$ cat config.mk
export PLATFORM = sky130hd
export DESIGN_NAME = mem_arbiter
export DESIGN_NICKNAME = d
export VERILOG_FILES = /design/src/rtl/mem_arbiter.sv
export SDC_FILE = /design/constraint.sdc
export NUM_CORES = 1
export LEC_CHECK = 0
export BUFFER_PORTS_ARGS = -buffer_cell sky130_fd_sc_hd__buf_2
export CAP_MARGIN = 10
export CORE_ASPECT_RATIO = 1.2
export CORE_MARGIN = 5
export CORE_UTILIZATION = 44
export CTS_CLUSTER_DIAMETER = 80
export DETAILED_ROUTE_END_ITERATION = 7
export PLACE_DENSITY = 0.82
export SKIP_CTS_REPAIR_TIMING = 1
export SYNTH_ARGS = -nofsm -noshare
export SYNTH_HDL_FRONTEND = slang
export SYNTH_SLANG_ARGS = --single-unit
$ cat constraint.sdc
create_clock -name clk -period 2.22 [get_ports clk]
set_input_delay 0.222 -clock clk [delete_from_list [all_inputs] [get_ports clk]]
set_output_delay 0.222 -clock clk [all_outputs]
set_load 0.02 [all_outputs]
$ cat src/rtl/mem_arbiter.sv
// Two-port round-robin arbiter and command sequencer for a single-port word memory.
// Latency accept->resp 4 cycles with an idle memory (1 for out-of-range); one request in flight, req_ready only in IDLE.
module mem_arbiter #(
  parameter int MEM_WORDS = 2048,
  parameter int TIMEOUT   = 16
) (
  input  logic        clk,
  input  logic        rst_n,
  input  logic [1:0]  req_valid,
  input  logic [1:0]  req_write,
  input  logic [63:0] req_addr,
  input  logic [63:0] req_wdata,
  output logic [1:0]  req_ready,
  output logic [1:0]  resp_valid,
  output logic [31:0] resp_rdata,
  output logic        resp_err,
  output logic        mem_cmd_start,
  output logic        mem_cmd_write,
  input  logic        mem_cmd_ready,
  output logic [31:0] mem_addr,
  output logic [31:0] mem_wdata,
  input  logic [31:0] mem_rdata,
  input  logic        mem_rdata_ready
);

  typedef enum logic [2:0] {IDLE, ISSUE, WAIT, RESP, RESP_ERR} state_t;

  localparam int              CW         = $clog2(TIMEOUT + 1);
  localparam logic [CW-1:0]   CNT_LAST   = CW'(TIMEOUT - 1);
  localparam logic [31:0]     ADDR_LIMIT = 32'(MEM_WORDS);

  state_t        state_q, state_d;
  logic          last_grant_q, last_grant_d;
  logic          port_q, port_d;
  logic          write_q, write_d;
  logic [31:0]   addr_q, addr_d;
  logic [31:0]   wdata_q, wdata_d;
  logic [CW-1:0] cnt_q, cnt_d;
  logic [1:0]    resp_valid_q, resp_valid_d;
  logic          resp_err_q, resp_err_d;
  logic [31:0]   resp_rdata_q, resp_rdata_d;

  logic          grant_vld;
  logic          grant;
  logic [31:0]   sel_addr;
  logic [31:0]   sel_wdata;

  // On a tie the port that did not win last time is served.
  always_comb begin
    grant_vld = |req_valid;
    if (req_valid == 2'b11) grant = ~last_grant_q;
    else                    grant = req_valid[1];
    sel_addr  = grant ? req_addr[63:32]  : req_addr[31:0];
    sel_wdata = grant ? req_wdata[63:32] : req_wdata[31:0];
  end

  always_ff @(posedge clk or negedge rst_n) begin
    if (!rst_n) begin
      state_q      <= IDLE;
      last_grant_q <= 1'b1;
      port_q       <= 1'b0;
      write_q      <= 1'b0;
      addr_q       <= '0;
      wdata_q      <= '0;
      cnt_q        <= '0;
      resp_valid_q <= '0;
      resp_err_q   <= 1'b0;
      resp_rdata_q <= '0;
    end else begin
      state_q      <= state_d;
      last_grant_q <= last_grant_d;
      port_q       <= port_d;
      write_q      <= write_d;
      addr_q       <= addr_d;
      wdata_q      <= wdata_d;
      cnt_q        <= cnt_d;
      resp_valid_q <= resp_valid_d;
      resp_err_q   <= resp_err_d;
      resp_rdata_q <= resp_rdata_d;
    end
  end

  always_comb begin
    state_d      = state_q;
    last_grant_d = last_grant_q;
    port_d       = port_q;
    write_d      = write_q;
    addr_d       = addr_q;
    wdata_d      = wdata_q;
    cnt_d        = cnt_q;
    resp_valid_d = '0;
    resp_err_d   = 1'b0;
    resp_rdata_d = '0;
    case (state_q)
      IDLE: begin
        if (grant_vld) begin
          last_grant_d = grant;
          port_d       = grant;
          write_d      = grant ? req_write[1] : 1'b0;
          addr_d       = sel_addr;
          wdata_d      = sel_wdata;
          cnt_d        = '0;
          if (sel_addr >= ADDR_LIMIT) begin
            state_d      = RESP_ERR;
            resp_valid_d = grant ? 2'b10 : 2'b01;
            resp_err_d   = 1'b1;
          end else begin
            state_d = ISSUE;
          end
        end
      end
      ISSUE: begin
        if (mem_cmd_ready) begin
          state_d = WAIT;
          cnt_d   = '0;
        end
      end
      WAIT: begin
        // Completion on the last permitted cycle still wins over the timeout.
        if (mem_rdata_ready) begin
          state_d      = RESP;
          resp_valid_d = port_q ? 2'b10 : 2'b01;
          resp_rdata_d = write_q ? 32'h0 : mem_rdata;
        end else if (cnt_q == CNT_LAST) begin
          state_d      = RESP_ERR;
          resp_valid_d = port_q ? 2'b10 : 2'b01;
          resp_err_d   = 1'b1;
        end else begin
          cnt_d = cnt_q + 1'b1;
        end
      end
      RESP:     state_d = IDLE;
      RESP_ERR: state_d = IDLE;
      default:  state_d = IDLE;
    endcase
  end

  always_comb begin
    req_ready     = '0;
    if (state_q == IDLE && grant_vld) req_ready = grant ? 2'b10 : 2'b01;
    mem_cmd_start = (state_q == ISSUE);
    mem_cmd_write = write_q;
    mem_addr      = addr_q;
    mem_wdata     = wdata_q;
    resp_valid    = resp_valid_q;
    resp_err      = resp_err_q;
    resp_rdata    = resp_rdata_q;
  end

endmodule

==> results.toml, run 1 <==
[status]
status = "complete, no violations"

[grt]
grtUsageTotal = 0.201
grt_pass1_wl_um = 21100
antenna_found_initial = 0
grt_start_max_net_pins = 111
globalRoute.totalOverflow = 0
first_global_vias = 4421

[sta]
max-slew-margin-rel = 0.526
fin_crit_sh = 0.907
worstMarginPinSlew_ns = 0.702
worst_slack_ns = 0.207
fmax_ghz = 0.497
rsz0062_at_grt = "false"
slew_viol_final = 0
period_minus_slack_ns = 2.01
hold_viol = 0
fin_worst_skew_ns = 0.00690
finalSetupViolCount = 0
tns_ns = 0

[clocking]
cts_tree = "yes"
cts_buffer_depth = 2
clkTransAtPathRegs_ns = 0.07
htreeDepth = 3
cts.sinks = 110
cts_buffers = 9
root_buffer = "clkbuf_16"
worstSkewPairLatency_ns = 0.33

[power]
p_switching_mw = 1.70
power_density_mw_per_mm2 = 838
ir_worst_vdd_mv = 0.596
p_clk_frac = 0.287
comb_power_share = 0.268
p_int_mw = 3.75
cellLeakagePower_nw = 3.65
swShare = 0.312
seq_power_share = 0.445

[final_layout]
multi_input_area_mm2 = 0.00181
drive_gt1_frac = 0.451
syn2layout_area_growth_pct = 37.7
nets = 837
regArea_mm2 = 0.00275
antennaDiodeCount = 0
n_fill_cell = 889

[detailed_routing]
viasPerCell = 5.07
wire_per_inst_um = 16.4
routed_wl_um = 13200
drcViolationCount = 0
first_pass_iters = 4
drtAntennaViolNets = 0
num_vias = 4059
drtIter0Drc = 136

[place]
hpwlAfterDp_um = 10500
gp_congestion = 0.834
pre_cts_ws_ns = 0.143
portBuffers = 269

[synthesis]
yosysWarnings = 0
synth_area_mm2 = 0.00472
synth_cell_types = 40
netlist_instances = 401
ys.flop_type = "dfrtp_1"
syn_nets = 571
ys_seq_elements = 110
synth_enable_flop_cells = 0
synth_top_cell_area_share = 0.578
synth-seq-area-share = 0.584
synth.top_cells.by_count = "109 x dfrtp_1, 38 x nand2_1, 34 x a22o_1, 34 x and2_1"
yosysTopAreaCell = "dfrtp_1"
synth_most_common_cell = "dfrtp_1"
syn_area_per_cell_um2 = 11.8
async_reset_ff_frac = 1.00
synth.area.top_cells = "dfrtp_1 58%, mux2i_1 7.0%, a22o_1 6.3%, a21o_1 5.3%, and2_1 4.5%"

[worst_setup_path]
cp_cell_sequence = "ha_1 -> and3_1 -> ha_1 -> or2_1 -> a21oi_2 -> nand2_1 -> mux2_2"
cpLargestDelayFamily = "simple AND/OR/NAND/NOR gates"
r2r_slack_ns = 0.21
worstSetupEndpointType = "register"
path_class = "reg2reg"
critPathSlowestCell = "dfrtp_1"
cp_num_buf_inv = 0
crit_top_cell = "ha_1"
path_depth = 7
crit_required_ns = 2.43
ff2ff_path_depth = 7
arrival_ns = 2.23
path_max_fanout = 4
max_stage_delay_ns = 0.40
worstSetupStartpointType = "register"

[floorplanning]
fp.dieW_um = 105
fp.dieH_um = 123
start_util = 0.449
placementRows = 41
die_area_mm2 = 0.0129
num_io_pins = 271
coreArea_mm2 = 0.0105

[hold_path]
holdPathStages = 2
hp-class = "in2reg"

[job]
maxCapViolations = 0
## cell usage in the layout, fill, tap and decap left out, drive strengths merged, types with 2 or more instances in the layout
master	instances
o22ai	4
inv	4
nor3	5
nor2	5
a22o	34
nand2	38
buf	279
a21o	33
and2	34
nand2b	4
clkinvlp	3
dfrtp	109
o21a	2
clkbuf	10
mux2i	33
o21ai	35
and3	2
nand3	2
nor3b	3
nor4	8
ha	2
a21oi	5
nand3b	2
nand4	2
clkinv	2
## metal layers
metal  track usage  wire length, µm  share of wire
met2         0.358             6880           0.52
met5             0                0              0
met3        0.0804             1270          0.097
met4        0.0615              293          0.022
met1         0.222             4720           0.36
## power by group through the flow
stage                     Sequential, mW  Combinational [mW]  Clock (mW)
after floorplan                     2.78               0.543           0
after global placement              2.45                1.44           0
after detailed placement            2.46                1.48           0
after CTS                           2.43                1.48        1.62
after global routing                2.46                1.59        1.71
final                               2.42                1.46        1.56
## final cells by class
type | count | share of cell area
inverter | 4 | 0.00231
timing repair buffer | 280 | 0.226
sequential | 110 | 0.424
clock buffer | 10 | 0.0352
tap | 129 | 0.0248
clock inverter | 6 | 0.00963
multi-input combinational | 262 | 0.278
## worst reg2reg max path: cells and delay by family (launching register included)
kind	cells	cell delay, ns
AO/OA/AOI/OAI	1	0.20
multiplexers	1	0.29
adder cells (fa/ha/maj)	2	0.43
AND/OR/NAND/NOR	3	0.59
flip-flops	1	0.40
## stage by stage
stage	instance area [µm²]	utilization	cells	hold slack (ns)	power (mW)
floorplan	4720	-	401	-0.0736	3.32
global placement	6190	0.589	784	0.337	3.89
global route	6500	0.618	801	0.0733	5.76
CTS	6480	0.617	800	-0.0171	5.52
finish	6500	0.618	801	0.0831	5.44
detailed placement	6190	0.589	784	0.344	3.94
## sequential cells by signal, summed over array words and instances (netlist names)
| name | flops |
|---|---|
| resp_rdata | 32 |
| mem_wdata | 32 |
| mem_cmd_write | 1 |
| last_grant_q | 1 |
| state_q | 3 |
| resp_err | 1 |
| resp_valid | 2 |
| port_q | 1 |
| cnt_q | 5 |
| mem_addr | 32 |
## kinds of logic (layout without fill, tap and decap cells)
| group | Yosys count | count (layout) | share of synthesized area |
|---|---|---|---|
| AOI/OAI and AO/OA | 118 | 118 | 0.175 |
| and+or+nand+nor | 108 | 108 | 0.124 |
| adders and majority gates | 2 | 2 | 0.00530 |
| DFF | 110 | 110 | 0.584 |
| buffers and inverters | 29 | 300 | 0.0392 |
| muxes | 34 | 34 | 0.0724 |
## path summary, 6_finish.rpt
kind,start,endpoint
max,cnt_q[0]$_DFFE_PN0P_,cnt_q[0]$_DFFE_PN0P_
min in group asynchronous,rst_n,resp_rdata[8]$_DFF_PN0_
max in group asynchronous,rst_n,resp_rdata[24]$_DFF_PN0_
min,req_wdata[17],mem_wdata[17]$_DFFE_PN0P_
max reg2reg,cnt_q[0]$_DFFE_PN0P_,cnt_q[0]$_DFFE_PN0P_
min reg2reg,port_q$_DFFE_PN0P_,resp_valid[0]$_DFF_PN0_
(Power assumes the default switching activity.)
==> run 2, diff against run 1 <==
--- a/config.mk
+++ b/config.mk
@@ -13,6 +13,8 @@
 export CTS_CLUSTER_DIAMETER = 80
 export DETAILED_ROUTE_END_ITERATION = 7
 export PLACE_DENSITY = 0.82
+export REMOVE_ABC_BUFFERS = 1
+export SETUP_SLACK_MARGIN = 0.4
 export SKIP_CTS_REPAIR_TIMING = 1
 export SYNTH_ARGS = -nofsm -noshare
 export SYNTH_HDL_FRONTEND = slang
==> results.toml, run 2 (same netlist as run 1, synthesis figures left out) <==
[clocking]
worstSkewPairLatency_ns = 0.35
cts.sinks = 110
root_buffer = "clkbuf_16"
cts_buffers = 9
htreeDepth = 3
cts_tree = "yes"
clkTransAtPathRegs_ns = 0.08
cts_buffer_depth = 2

[grt]
globalRoute.totalOverflow = 0
grtUsageTotal = 0.211
antenna_found_initial = 0
grt_pass1_wl_um = 21800
use_met3 = 0.0648
top_usage_layer = "met2"
grt_use_met2 = 0.378
first_global_vias = 4355
met1_usage = 0.240
grt_start_max_net_pins = 57

[worst_setup_path]
path_class = "reg2reg"
path_max_fanout = 4
cpLargestDelayFamily = "simple AND/OR/NAND/NOR gates"
startpoint = "cnt_q[1]$_DFFE_PN0P_"
critPathSlowestCell = "dfrtp_1"
cp_num_buf_inv = 0
r2r_slack_ns = 0.36
cp_cell_sequence = "ha_2 -> and3_4 -> ha_4 -> or2_4 -> a21oi_4 -> nand2_2 -> mux2_4"
worstSetupStartpointType = "register"
r2r_start = "cnt_q[1]$_DFFE_PN0P_"
arrival_ns = 2.09
worstSetupEndpointType = "register"
ff2ff_path_depth = 7
r2r-end = "cnt_q[0]$_DFFE_PN0P_"
crit_required_ns = 2.46
max_stage_delay_ns = 0.39

[power]
cellLeakagePower_nw = 3.80
ir_worst_vdd_mv = 0.556
power_density_mw_per_mm2 = 827

[detailed_routing]
first_pass_iters = 6
routed_wl_um = 14800
drtAntennaViolNets = 0
num_vias = 4256
wire_per_inst_um = 17.9
viasPerCell = 5.16
drtIter0Drc = 140
drcViolationCount = 0

[sta]
max-slew-margin-rel = 0.616
finalSetupViolCount = 0
fin_crit_sh = 0.836
hold_slack_ns = 0.0668
fin_worst_skew_ns = 0.00802
tns_ns = 0
worstMarginPinSlew_ns = 0.569
fmax_ghz = 0.539
rsz0062_at_grt = "true"
hold_viol = 0
slew_viol_final = 0
period_minus_slack_ns = 1.86

[final_layout]
layout_common_cells = "267 x buf_2, 106 x dfrtp_1, 37 x nand2_1"
drive_gt1_frac = 0.484
n_fill_cell = 834
final_area_mm2 = 0.00678
nets = 861
antennaDiodeCount = 0
syn2layout_area_growth_pct = 43.8
layout_commonest_cell = "buf_2"

[hold_path]
hp-class = "in2reg"
worstHoldStart = "mem_rdata[4]"
whs_endpoint = "resp_rdata[4]$_DFF_PN0_"
holdPathStages = 2

[floorplanning]
placementRows = 41
start_util = 0.449
fp.dieH_um = 123
num_io_pins = 271
coreArea_mm2 = 0.0105
fp.dieW_um = 105
die_area_mm2 = 0.0129

[status]
status = "complete, no violations"

[place]
gp_congestion = 0.879
portBuffers = 269
hpwlAfterDp_um = 11000
placed_area_mm2 = 0.00621

[job]
maxCapViolations = 0
==> run 2: cell types whose count changed in the layout (fill, tap and decap cells not counted), sizes merged <==
cell | before | now
bufinv | 1 | 0
buf | 279 | 302
clkinv | 2 | 3
inv | 4 | 8
clkinvlp | 3 | 0
==> run 2: layer usage <==
metal / vias up / wire [µm]
li1: 2004 / -
met1: 2035 / 5360
met2: 192 / 7770
met3: 25 / 1340
met4: 0 / 340
met5: - / 0
==> run 2: cell type report <==
class | instances | area, µm² | area share
inverters | 4 | 15.0 | 0.00221
clock inverters | 7 | 88.8 | 0.0131
clock buffers | 9 | 225 | 0.0332
repair buffers | 304 | 1680 | 0.248
flip-flops and latches | 110 | 2760 | 0.407
well taps | 129 | 161 | 0.0238
multi-input cells | 262 | 1850 | 0.273
==> run 2: worst max-delay path by stage <==
stage / to / cells after the start
6_report: cnt_q[0]$_DFFE_PN0P_ / 7
5_1_grt: cnt_q[0]$_DFFE_PN0P_ / 7
4_1_cts: req_ready[0] / 4
3_5_place_dp: cnt_q[0]$_DFFE_PN0P_ / 7
3_3_place_gp: cnt_q[0]$_DFFE_PN0P_ / 7
2_1_floorplan: mem_wdata[0]$_DFFE_PN0P_ / 3
==> run 2: stage by stage <==
step           instances   util  setup WS (ns)  power, mW
2_1_floorplan        376      -          -2.52       3.29
3_3_place_gp         785  0.591          0.220       3.89
3_5_place_dp         785  0.591          0.140       3.94
4_1_cts              801  0.621         0.0865       5.59
5_1_grt              825  0.645          0.322       5.87
6_report             825  0.645          0.364       5.61
==> run 2: power by group <==
part	leakage (nW)	internal (mW)	switching [mW]
Clock	0.153	0.815	0.827
Sequential	1.40	2.27	0.154
Combinational	2.25	0.652	0.886
Total	3.80	3.74	1.87
